### src/rtl/veririsc_pkg.sv
// Shared phase encodings, opcode constants and datapath control bundle for the sequencer.
// Latency: n/a (types, constants and a pure combinational helper only).
// Backpressure: n/a.
package veririsc_pkg;

    typedef enum logic [2:0] {
        INST_ADDR  = 3'd0,
        INST_FETCH = 3'd1,
        INST_LOAD  = 3'd2,
        IDLE       = 3'd3,
        OP_ADDR    = 3'd4,
        OP_FETCH   = 3'd5,
        ALU_OP     = 3'd6,
        STORE      = 3'd7
    } phase_t;

    // Opcodes are held as 32-bit constants so that a zero-extended opcode of any
    // width compares at its full width; values above JMP never match and act as NOPs.
    localparam logic [31:0] OP_HLT = 32'd0;
    localparam logic [31:0] OP_SKZ = 32'd1;
    localparam logic [31:0] OP_ADD = 32'd2;
    localparam logic [31:0] OP_AND = 32'd3;
    localparam logic [31:0] OP_XOR = 32'd4;
    localparam logic [31:0] OP_LDA = 32'd5;
    localparam logic [31:0] OP_STO = 32'd6;
    localparam logic [31:0] OP_JMP = 32'd7;

    typedef struct packed {
        logic sel;
        logic rd;
        logic ld_ir;
        logic halt;
        logic inc_pc;
        logic ld_ac;
        logic ld_pc;
        logic wr;
        logic data_e;
    } ctrl_t;

    // Instructions that read an operand from memory and load the accumulator.
    function automatic logic is_aluop(input logic [31:0] op);
        return (op == OP_ADD) || (op == OP_AND) || (op == OP_XOR) || (op == OP_LDA);
    endfunction

endpackage

### src/rtl/phase_decode.sv
// Purpose: phase/opcode to raw datapath control table.
// Latency: purely combinational, zero cycles.
// Backpressure: none; gating for halt/error/pause is applied by the parent.
module phase_decode
    import veririsc_pkg::*;
#(
    parameter int OPC_W = 3
) (
    input  phase_t           phase,
    input  logic [OPC_W-1:0] op_code,
    input  logic             zero,
    output ctrl_t            ctrl
);

    logic [31:0] op_ext;
    logic        aluop;
    logic        op_hlt;
    logic        op_skz;
    logic        op_sto;
    logic        op_jmp;

    assign op_ext = 32'(op_code);
    assign aluop  = is_aluop(op_ext);
    assign op_hlt = (op_ext == OP_HLT);
    assign op_skz = (op_ext == OP_SKZ);
    assign op_sto = (op_ext == OP_STO);
    assign op_jmp = (op_ext == OP_JMP);

    // Control table: each phase raises only the strobes it needs, everything else low.
    always_comb begin
        ctrl = '0;
        case (phase)
            INST_ADDR: begin
                ctrl.sel = 1'b1;
            end
            INST_FETCH: begin
                ctrl.sel = 1'b1;
                ctrl.rd  = 1'b1;
            end
            INST_LOAD, IDLE: begin
                ctrl.sel   = 1'b1;
                ctrl.rd    = 1'b1;
                ctrl.ld_ir = 1'b1;
            end
            OP_ADDR: begin
                ctrl.inc_pc = 1'b1;
                ctrl.halt   = op_hlt;
            end
            OP_FETCH: begin
                ctrl.rd = aluop;
            end
            ALU_OP: begin
                ctrl.rd     = aluop;
                ctrl.inc_pc = op_skz & zero;
                ctrl.ld_pc  = op_jmp;
                ctrl.data_e = op_sto;
            end
            STORE: begin
                ctrl.rd     = aluop;
                ctrl.ld_ac  = aluop;
                ctrl.ld_pc  = op_jmp;
                ctrl.data_e = op_sto;
                ctrl.wr     = op_sto;
            end
            default: ctrl = '0;
        endcase
    end

endmodule

### src/rtl/seq_controller.sv
// Purpose: eight-phase instruction sequencer with halt, single-step pause and memory-timeout error.
// Latency: controls are combinational from the phase register; phase advances one step per cycle.
// Backpressure: mem_ready=0 in an instruction/operand fetch holds the phase; WAIT_MAX+1 stalled cycles raise sticky err.
module seq_controller
    import veririsc_pkg::*;
#(
    parameter int OPC_W    = 3,
    parameter int WAIT_MAX = 15
) (
    input  logic             clk,
    input  logic             rst_,
    input  logic             en,
    input  logic             zero,
    input  logic [OPC_W-1:0] op_code,
    input  logic             mem_ready,
    input  logic             step_mode,
    input  logic             go,
    output logic [2:0]       phase,
    output logic             sel,
    output logic             rd,
    output logic             ld_ir,
    output logic             halt,
    output logic             inc_pc,
    output logic             ld_ac,
    output logic             ld_pc,
    output logic             wr,
    output logic             data_e,
    output logic             halted,
    output logic             err
);

    localparam int WCNT_W = $clog2(WAIT_MAX + 1);

    phase_t              phase_q;
    logic                halted_q;
    logic                err_q;
    logic                paused_q;
    logic [WCNT_W-1:0]   wait_q;

    phase_t              dec_phase;
    ctrl_t               dec;
    logic                active;
    logic                op_hlt;
    logic                stall_phase;

    // While reset is asserted the table sees INST_ADDR so outputs are the phase0 decode
    // even before the first reset edge has cleared the phase register.
    assign dec_phase = rst_ ? phase_q : INST_ADDR;

    phase_decode #(.OPC_W(OPC_W)) u_phase_decode (
        .phase   (dec_phase),
        .op_code (op_code),
        .zero    (zero),
        .ctrl    (dec)
    );

    assign active      = rst_ & en & ~halted_q & ~err_q & ~paused_q;
    assign op_hlt      = (32'(op_code) == OP_HLT);
    assign stall_phase = (phase_q == INST_FETCH) ||
                         ((phase_q == OP_FETCH) && is_aluop(32'(op_code)));

    assign phase  = phase_q;
    assign halted = halted_q;
    assign err    = err_q;
    assign sel    = dec.sel;
    assign rd     = dec.rd     & active;
    assign ld_ir  = dec.ld_ir  & active;
    assign inc_pc = dec.inc_pc & active;
    assign ld_ac  = dec.ld_ac  & active;
    assign ld_pc  = dec.ld_pc  & active;
    assign wr     = dec.wr     & active;
    assign data_e = dec.data_e & active;
    assign halt   = rst_ & (halted_q | (dec.halt & active));

    // Sequencer state: error freezes everything, halt/pause wait for go, otherwise step or stall.
    always_ff @(posedge clk) begin
        if (!rst_) begin
            phase_q  <= INST_ADDR;
            halted_q <= 1'b0;
            err_q    <= 1'b0;
            paused_q <= 1'b0;
            wait_q   <= '0;
        end else if (err_q) begin
            phase_q <= phase_q;
        end else if (halted_q) begin
            if (go) begin
                halted_q <= 1'b0;
                phase_q  <= OP_FETCH;
                wait_q   <= '0;
            end
        end else if (paused_q) begin
            if (go) begin
                paused_q <= 1'b0;
                phase_q  <= INST_FETCH;
                wait_q   <= '0;
            end
        end else if (en) begin
            if ((phase_q == OP_ADDR) && op_hlt) begin
                halted_q <= 1'b1;
            end else if (stall_phase && !mem_ready) begin
                if (wait_q == WCNT_W'(WAIT_MAX)) begin
                    err_q <= 1'b1;
                end else begin
                    wait_q <= wait_q + 1'b1;
                end
            end else begin
                wait_q  <= '0;
                phase_q <= phase_t'(phase_q + 3'd1);
                if ((phase_q == STORE) && step_mode) begin
                    paused_q <= 1'b1;
                end
            end
        end
    end

endmodule
### config.mk
export PLATFORM = sky130hd
export DESIGN_NAME = seq_controller
export DESIGN_NICKNAME = d
export VERILOG_FILES = /design/src/rtl/veririsc_pkg.sv /design/src/rtl/phase_decode.sv /design/src/rtl/seq_controller.sv
export SDC_FILE = /design/constraint.sdc
export NUM_CORES = 1
export LEC_CHECK = 0
export CELL_PAD_IN_SITES_DETAIL_PLACEMENT = 0
export CELL_PAD_IN_SITES_GLOBAL_PLACEMENT = 2
export CORE_UTILIZATION = 28
export CTS_CLUSTER_SIZE = 8
export DETAILED_ROUTE_END_ITERATION = 6
export PLACE_DENSITY_LB_ADDON = 0.12
export SLEW_MARGIN = 20
export SYNTH_ARGS = -nofsm -noshare
export SYNTH_HDL_FRONTEND = slang
export SYNTH_SLANG_ARGS = --single-unit
### constraint.sdc
create_clock -name clk -period 3.89 [get_ports clk]
set_clock_uncertainty 0.1 [all_clocks]
set_input_delay 0.389 -clock clk [delete_from_list [all_inputs] [get_ports clk]]
set_output_delay 0.389 -clock clk [all_outputs]
set_load 0.02 [all_outputs]
==> results.sh, run 1 <==
export IMPL_grtUsageTotal=0.167
export IMPL_critPathLaunch="en"
export IMPL_synth_top_area_cell="dfxtp_1"
export IMPL_endpoint_kind="primary output"
export IMPL_synth_edf_count=0
export IMPL_ir_worst_vdd_mv=0.138
export IMPL_finalSetupViolCount=0
export IMPL_status="completed"
export IMPL_post_cts_buffers=0
export IMPL_route_detailed_drc=0
export IMPL_p_leak_nw=0.388
export IMPL_yosysWarningCount=0
export IMPL_cts_root_buffer="clkbuf_4"
export IMPL_wl_um=2160
export IMPL_dieArea_um2=3020
export IMPL_fmax_mhz=337
export IMPL_ys_seq_area_frac=0.255
export IMPL_via_per_inst=5.50
export IMPL_ctsResizeCount=0
export IMPL_syn_area_per_cell_um2=8.53
export IMPL_synth_top_family_by_area="compound AO/OA/AOI/OAI gates"
export IMPL_die_x_um=54.9
export IMPL_crit_type="in -> out"
export IMPL_multiInputGateArea_um2=547
export IMPL_synth_compound_area_share=0.308
export IMPL_yosys_register_bits=10
export IMPL_cts_buffers=3
export IMPL_grt_max_degree=15
export IMPL_postRouteAntennaNets=0
export IMPL_firstDrtPassIters=4
export IMPL_insertion_delay_ns=0.27
export IMPL_hold_path_startpoint="wait_q[1]"
export IMPL_crit_fanout=5
export IMPL_cts_sinks=10
export IMPL_yosys_cell_types_count=39
export IMPL_netlist_area_um2=785
export IMPL_portBuffers=23
export IMPL_relSlewSlack=0.491
export IMPL_max_cap_violations=0
export IMPL_num_rows=18
export IMPL_dp_cells=144
export IMPL_syn_nets=107
export IMPL_tightest_slew_ns=0.756
export IMPL_holdWs_ns=0.407
export IMPL_start_util=0.306
export IMPL_cts_hold_buf=0
export IMPL_h_tree_depth=1
export IMPL_tns_ns=0
export IMPL_yosys_area_share_simple=0.276
export IMPL_io_pins=24
export IMPL_detail_route_wl_per_cell_um=14.6
export IMPL_grt_pass1_vias=726
export IMPL_cp_slowest_cell="clkdlybuf4s50_1"
export IMPL_cts_tree="done"
export IMPL_r2r_setup_slack_ns=1.79
export IMPL_num_nets_final=134
export IMPL_vias=814
export IMPL_area_delta_synth_final_pct=38.8
export IMPL_timing_critical_path_mode_cell="clkdlybuf4s50_1"
export IMPL_antenna_cells=0
export IMPL_fillers=285
export IMPL_period_share=0.762
export IMPL_finish_cell_count_without_fillers=148
export IMPL_grt_first_pass_wirelength_um=3500
export IMPL_synth_adder_area_share=0.0797
export IMPL_hold_viol_final=0
export IMPL_ys_async_sr_fraction=0
export IMPL_drv_slew=0
export IMPL_yosysTopAreaCellShare=0.255
export IMPL_synth_area_leaders="dfxtp_1, ha_1, inv_1"
export IMPL_cp_required_ns=3.40
export IMPL_max_stage_delay_ns=0.64
export IMPL_p_per_area_nw_per_um2=243
export IMPL_antenna_found_initial=0
export IMPL_muxShareOfSynthArea=0.0128
export IMPL_synth_common_cells="dfxtp_1, inv_1, nor2_1"
export IMPL_synth_xor_area_frac=0.0207
export IMPL_cts_path_max_buffers=2
export IMPL_arrival_ns=2.48
export IMPL_critPathLaunchType="input port"
export IMPL_ys_flop_type="dfxtp_1"
export IMPL_drive_above_1_share=0.102
export IMPL_seq_area_um2=200
export IMPL_crit_chain="clkdlybuf4s50_1 -> nor4b_4 -> and2_1 -> nand3_2 -> nor4_1 -> clkdlybuf4s50_1"
export IMPL_core_area_um2=2570
export IMPL_globalplace_congestion=0.723
export IMPL_worstReg2RegStart="phase[0]"
export IMPL_p_total_mw=0.264
export IMPL_hold_path_class="reg -> reg"
export IMPL_drtIter0Drc=19
export IMPL_rsz0062_at_grt="no"
export IMPL_fp_dieH_um=54.9
export IMPL_grt_ovfl_total=0
export IMPL_yosysMostFrequentCell="dfxtp_1"
export IMPL_post_route_min_period_ns=2.97
export IMPL_syn_inst=92
export IMPL_clkTransAtPathRegs_ns=0.07
export IMPL_place_hpwl_um=1640
[metrics by stage]
step	cell area, µm²	setup slack (ns)	util
final	1090	0.925	0.424
after global routing	1090	0.781	0.424
after CTS	1090	0.905	0.424
after detailed placement	1050	0.914	0.410
after global placement	1050	0.947	0.410
after floorplan	785	1.57	-
[routing by layer]
metal | track usage | up-vias | routed length [µm]
met5 | 0 | - | 0
met4 | 0.0500 | 0 | 26
met3 | 0.0519 | 4 | 123
met2 | 0.245 | 22 | 931
met1 | 0.232 | 382 | 1070
li1 | - | 406 | -
[worst max-delay path: cells and delay by family]
family                 cells  cell delay, ns
buffers and inverters      2            1.14
and+or+nand+nor            4            0.94
[report_power, final]
group,switching [mW],total (mW),internal (mW),leakage (nW)
registers,0.00449,0.109,0.105,0.0810
clock network,0.0398,0.0968,0.0569,0.0210
logic,0.0312,0.0582,0.0270,0.286
total,0.0756,0.264,0.189,0.388
[final timing paths]
kind,end,depth (start not counted)
hold reg to reg,wait_q[1],2
setup / recovery,wr,6
setup reg to reg,phase[0],6
hold / removal,wait_q[1],2
[registers in the layout, summed over array words and instances (netlist names)]
register / cells
err: 1
paused_q: 1
wait_q: 4
halted: 1
phase: 3
[layout make-up]
cell class	count	area share
multi-input combinational	72	0.502
clock buffer	4	0.0333
inverter	8	0.0276
timing repair buffer	24	0.218
tap	30	0.0345
sequential	10	0.184
[kinds of logic after synthesis]
kind of cell	Yosys count
flops	10
fa+ha+maj	5
mux	1
compound gates	28
buf+inv	10
simple gates	37
xor+xnor	1
[layout by cell type, fill, tap and decap left out, types with 2 or more instances in the layout]
cell             Yosys  routed
nor3_1               5       5
nand2_1              5       5
o31a_1               2       2
nor2b_1              2       2
o311ai_1             2       2
clkbuf_4             0       3
nand4_1              3       3
inv_1                8       8
clkdlybuf4s50_1      0      23
nand3_1              5       5
dfxtp_1             10      10
ha_1                 5       5
nand2b_1             2       2
a211oi_2             2       2
o21a_1               2       2
nor2_1               6       6
a41oi_1              2       2
o2111ai_1            3       3
and3_1               2       2
o21ai_0              3       3
o21ai_1              3       3
Note: power is estimated with default switching activity, not from simulation.
==> run 2: changes to the inputs <==
--- a/config.mk
+++ b/config.mk
@@ -7,7 +7,7 @@
 export LEC_CHECK = 0
 export CELL_PAD_IN_SITES_DETAIL_PLACEMENT = 0
 export CELL_PAD_IN_SITES_GLOBAL_PLACEMENT = 2
-export CORE_UTILIZATION = 28
+export CORE_UTILIZATION = 26
 export CTS_CLUSTER_SIZE = 8
 export DETAILED_ROUTE_END_ITERATION = 6
 export PLACE_DENSITY_LB_ADDON = 0.12
==> constraint.sdc (replaced) <==
create_clock -name clk -period 3 [get_ports clk]
set_clock_uncertainty 0.1 [all_clocks]
set_input_delay 0.3 -clock clk [delete_from_list [all_inputs] [get_ports clk]]
set_output_delay 0.3 -clock clk [all_outputs]
set_load 0.02 [all_outputs]
==> results.sh, run 2 (same netlist as run 1, synthesis figures left out) <==
export IMPL_grt_first_pass_wirelength_um=3740
export IMPL_insertion_delay_ns=0.27
export IMPL_fp_dieH_um=56.9
export IMPL_mostFrequentLayoutCells="clkdlybuf4s50_1, dfxtp_1, inv_1, nor2_1"
export IMPL_cts_root_buffer="clkbuf_4"
export IMPL_p_leak_nw=0.385
export IMPL_area_delta_synth_final_pct=38.1
export IMPL_start_util=0.280
export IMPL_cts_tree="done"
export IMPL_core_area_um2=2810
export IMPL_hold_end="wait_q[1]"
export IMPL_grt_max_degree=15
export IMPL_crit_type="in -> out"
export IMPL_stdcell_area_um2=1080
export IMPL_postRouteAntennaNets=0
export IMPL_via_per_inst=5.56
export IMPL_holdWs_ns=0.410
export IMPL_max_stage_delay_ns=0.65
export IMPL_hold_viol_final=0
export IMPL_clkTransAtPathRegs_ns=0.06
export IMPL_io_pins=24
export IMPL_grt_ovfl_total=0
export IMPL_layout_commonest_cell="clkdlybuf4s50_1"
export IMPL_drtIter0Drc=31
export IMPL_r2r_end="phase[0]"
export IMPL_drv_slew=0
export IMPL_period_share=0.902
export IMPL_vias=828
export IMPL_drt_met1_wl_um=1100
export IMPL_p_total_mw=0.314
export IMPL_grt_pass1_vias=791
export IMPL_max_cap_violations=0
export IMPL_cts_sinks=10
export IMPL_die_x_um=56.9
export IMPL_globalplace_congestion=0.714
export IMPL_ir_worst_vdd_mv=0.101
export IMPL_cts_path_max_buffers=2
export IMPL_firstDrtPassIters=6
export IMPL_place_area_um2=1060
export IMPL_largest_register_ffs=4
export IMPL_num_nets_final=135
export IMPL_met3_length_um=92
export IMPL_worstReg2RegStart="phase[2]"
export IMPL_top_layer="met4"
export IMPL_timing_critical_path_mode_cell="clkdlybuf4s50_1"
export IMPL_dieArea_um2=3240
export IMPL_relSlewSlack=0.511
export IMPL_wl_um=2250
export IMPL_detail_route_wl_per_cell_um=15.1
export IMPL_endpoint_kind="primary output"
export IMPL_r2r_setup_slack_ns=0.92
export IMPL_num_rows=19
export IMPL_ctsResizeCount=0
export IMPL_hold_path_startpoint="wait_q[1]"
export IMPL_tns_ns=0
export IMPL_finalSetupViolCount=0
export IMPL_tightest_slew_ns=0.726
export IMPL_h_tree_depth=1
export IMPL_wl_met2_um=1040
export IMPL_route_detailed_drc=4
export IMPL_regMostFlops="wait_q"
export IMPL_cp_slowest_cell="clkdlybuf4s50_1"
export IMPL_cp_required_ns=2.60
export IMPL_fmax_mhz=370
export IMPL_crit_chain="clkdlybuf4s50_1 -> nor4b_4 -> and2_1 -> nand3_2 -> nor4_1 -> clkdlybuf4s50_1"
export IMPL_critPathLaunchType="input port"
export IMPL_antenna_found_initial=0
export IMPL_crit_fanout=5
export IMPL_portBuffers=23
export IMPL_hold_path_class="reg -> reg"
export IMPL_worst_r2r_cell_count=4
export IMPL_antenna_cells=0
export IMPL_rsz0062_at_grt="no"
export IMPL_hold_path_depth=2
export IMPL_post_route_min_period_ns=2.71
export IMPL_cts_buffers=3
export IMPL_violations="DRC"
export IMPL_cts_hold_buf=0
export IMPL_grtUsageTotal=0.149
export IMPL_drive_above_1_share=0.102
export IMPL_p_per_area_nw_per_um2=290
export IMPL_place_hpwl_um=1730
export IMPL_post_cts_buffers=0
export IMPL_arrival_ns=2.31
export IMPL_status="finished, violations left"
==> run 2: changes by cell type in the layout (fill, tap and decap cells not counted) <==
| cell | previous run | this run |
|---|---|---|
| clkbuf_8 | 1 | 0 |
| buf_4 | 1 | 2 |
==> run 2: worst max-delay path by stage <==
stage / startpoint / endpoint / slack [ns] / cells past startpoint
after detailed placement: en / wr / 0.29 / 6
after CTS: en / wr / 0.28 / 6
after global placement: en / wr / 0.35 / 6
after floorplan: halted / wr / 0.77 / 4
final: en / wr / 0.29 / 6
after global routing: en / wr / 0.22 / 6
==> run 2: final cells by class <==
type                            instances  area, µm²
Tap cell                               31       38.8
Clock buffer                            3       22.5
Timing Repair Buffer                   25        245
Fill cell                             299       1720
Multi-Input combinational cell         72        547
Inverter                                8       30.0
Sequential cell                        10        200
==> run 2: metal layers <==
layer / vias to the layer above / GRT usage
met5: - / 0
met4: 0 / 0.0523
met3: 2 / 0.0317
met2: 17 / 0.242
met1: 397 / 0.197
li1: 412 / -
==> run 2: per-stage QoR <==
step,cells,util,worst slack (ns)
2_1_floorplan,92,-,0.771
3_3_place_gp,146,0.378,0.346
3_5_place_dp,146,0.378,0.290
4_1_cts,149,0.386,0.283
5_1_grt,149,0.386,0.216
6_report,149,0.386,0.295
==> run 2: report_power, final <==
group	total [mW]	switching [mW]	internal [mW]
Clock	0.0951	0.0488	0.0463
Sequential	0.142	0.00558	0.136
Combinational	0.0775	0.0416	0.0359
==> run 2: worst max-delay path, delay by kind of cell <==
| kind | cells | cell delay, ns |
|---|---|---|
| buf+inv | 2 | 1.15 |
| simple gates | 4 | 0.85 |
==> run 3: changes to the inputs <==
--- a/config.mk
+++ b/config.mk
@@ -7,7 +7,8 @@
 export LEC_CHECK = 0
 export CELL_PAD_IN_SITES_DETAIL_PLACEMENT = 0
 export CELL_PAD_IN_SITES_GLOBAL_PLACEMENT = 2
-export CORE_UTILIZATION = 26
+export CORE_UTILIZATION = 27
+export CTS_BUF_LIST = sky130_fd_sc_hd__clkbuf_8
 export CTS_CLUSTER_SIZE = 8
 export DETAILED_ROUTE_END_ITERATION = 6
 export PLACE_DENSITY_LB_ADDON = 0.12
==> results.sh, run 3 (same netlist as run 1, synthesis figures left out) <==
export IMPL_dp_cells=146
export IMPL_cts_sinks=10
export IMPL_drive_above_1_share=0.102
export IMPL_drv_slew=0
export IMPL_finalSetupViolCount=0
export IMPL_core_area_um2=2760
export IMPL_wl_um=2210
export IMPL_regMostFlops="wait_q"
export IMPL_tns_ns=0
export IMPL_worst_r2r_cell_count=6
export IMPL_p_comb_frac=0.216
export IMPL_place_area_um2=1060
export IMPL_p_sw_frac=0.272
export IMPL_status="completed"
export IMPL_finish_cell_count_without_fillers=149
export IMPL_ctsResizeCount=0
export IMPL_cts_tree="done"
export IMPL_firstDrtPassIters=4
export IMPL_holdWs_ns=0.407
export IMPL_p_switching_mw=0.0970
export IMPL_fp_dieH_um=55.9
export IMPL_tightest_slew_ns=0.714
export IMPL_fillers=294
export IMPL_crit_fanout=5
export IMPL_max_cap_violations=0
export IMPL_antenna_cells=0
export IMPL_seqPwrFrac=0.400
export IMPL_ir_worst_vdd_mv=0.203
export IMPL_layout_commonest_cell="clkdlybuf4s50_1"
export IMPL_dp_slack_ns=0.322
export IMPL_p_per_area_nw_per_um2=324
export IMPL_critPathLaunchType="input port"
export IMPL_portBuffers=23
export IMPL_cp_required_ns=2.60
export IMPL_cts_path_max_buffers=2
export IMPL_cts_hold_buf=0
export IMPL_largest_register_ffs=4
export IMPL_grt_ovfl_total=0
export IMPL_hold_path_depth=2
export IMPL_grtUsageTotal=0.157
export IMPL_fin_ws_ns=0.326
export IMPL_post_cts_buffers=0
export IMPL_hold_end="wait_q[1]"
export IMPL_vias=821
export IMPL_arrival_ns=2.27
export IMPL_num_nets_final=135
export IMPL_multiInputGateArea_um2=547
export IMPL_utilization=0.400
export IMPL_cts_buffers=3
export IMPL_detail_route_wl_per_cell_um=14.8
export IMPL_mostFrequentLayoutCells="clkdlybuf4s50_1, dfxtp_1, inv_1, nor2_1"
export IMPL_route_detailed_drc=0
export IMPL_grt_max_degree=15
export IMPL_relSlewSlack=0.519
export IMPL_globalplace_congestion=0.781
export IMPL_drtIter0Drc=17
export IMPL_endpoint_kind="primary output"
export IMPL_cts_root_buffer="clkbuf_8"
export IMPL_via_per_inst=5.51
export IMPL_internal_power_mw=0.260
export IMPL_io_pins=24
export IMPL_worstReg2RegStart="phase[0]"
export IMPL_period_share=0.891
export IMPL_power_frac_clock=0.385
export IMPL_hold_viol_final=0
export IMPL_crit_type="in -> out"
export IMPL_antenna_found_initial=0
export IMPL_postRouteAntennaNets=0
export IMPL_fmax_mhz=374
export IMPL_dieArea_um2=3130
export IMPL_rsz0062_at_grt="no"
export IMPL_p_total_mw=0.357
export IMPL_place_hpwl_um=1750
export IMPL_grt_pass1_vias=786
export IMPL_num_rows=19
export IMPL_hold_path_startpoint="wait_q[1]"
export IMPL_die_x_um=55.9
export IMPL_post_route_min_period_ns=2.67
export IMPL_stdcell_area_um2=1100
export IMPL_hold_path_class="reg -> reg"
export IMPL_r2r_setup_slack_ns=0.92
export IMPL_start_util=0.284
export IMPL_clkTransAtPathRegs_ns=0.05
export IMPL_r2r_end="phase[0]"
export IMPL_area_delta_synth_final_pct=40.5
export IMPL_seq_area_um2=200
export IMPL_insertion_delay_ns=0.23
export IMPL_h_tree_depth=1
export IMPL_p_leak_nw=0.393
export IMPL_grt_first_pass_wirelength_um=3880
export IMPL_critPathLaunch="en"
-- run 3: worst max-delay path by stage --
stage | endpoint | slack, ns | cells past startpoint
final | wr | 0.33 | 6
after global routing | wr | 0.18 | 6
after floorplan | wr | 0.77 | 4
after global placement | wr | 0.36 | 6
after CTS | wr | 0.32 | 6
after detailed placement | wr | 0.32 | 6
-- run 3: area by class of cell --
class | instances | share of cell area
multi-input combinational | 72 | 0.496
timing repair buffer | 25 | 0.222
sequential | 10 | 0.182
clock buffer | 3 | 0.0375
tap | 31 | 0.0352
inverter | 8 | 0.0272
-- run 3: metal layers --
metal	track usage	wire length [µm]
met4	0.0523	18
met3	0.0372	109
met2	0.251	998
met1	0.209	1090
met5	0	0
-- run 3: worst max-delay path, cell delays in order --
cell             delay, ns
clkdlybuf4s50_1       0.51
nor4b_4               0.21
and2_1                0.22
nand3_2               0.13
nor4_1                0.26
clkdlybuf4s50_1       0.64
-- run 3: power groups by stage --
stage	Sequential, mW	Combinational (mW)	Clock (mW)
3_5_place_dp	0.145	0.0777	0
3_3_place_gp	0.145	0.0779	0
5_1_grt	0.143	0.0849	0.151
6_report	0.143	0.0770	0.137
2_1_floorplan	0.146	0.0395	0
4_1_cts	0.143	0.0782	0.140
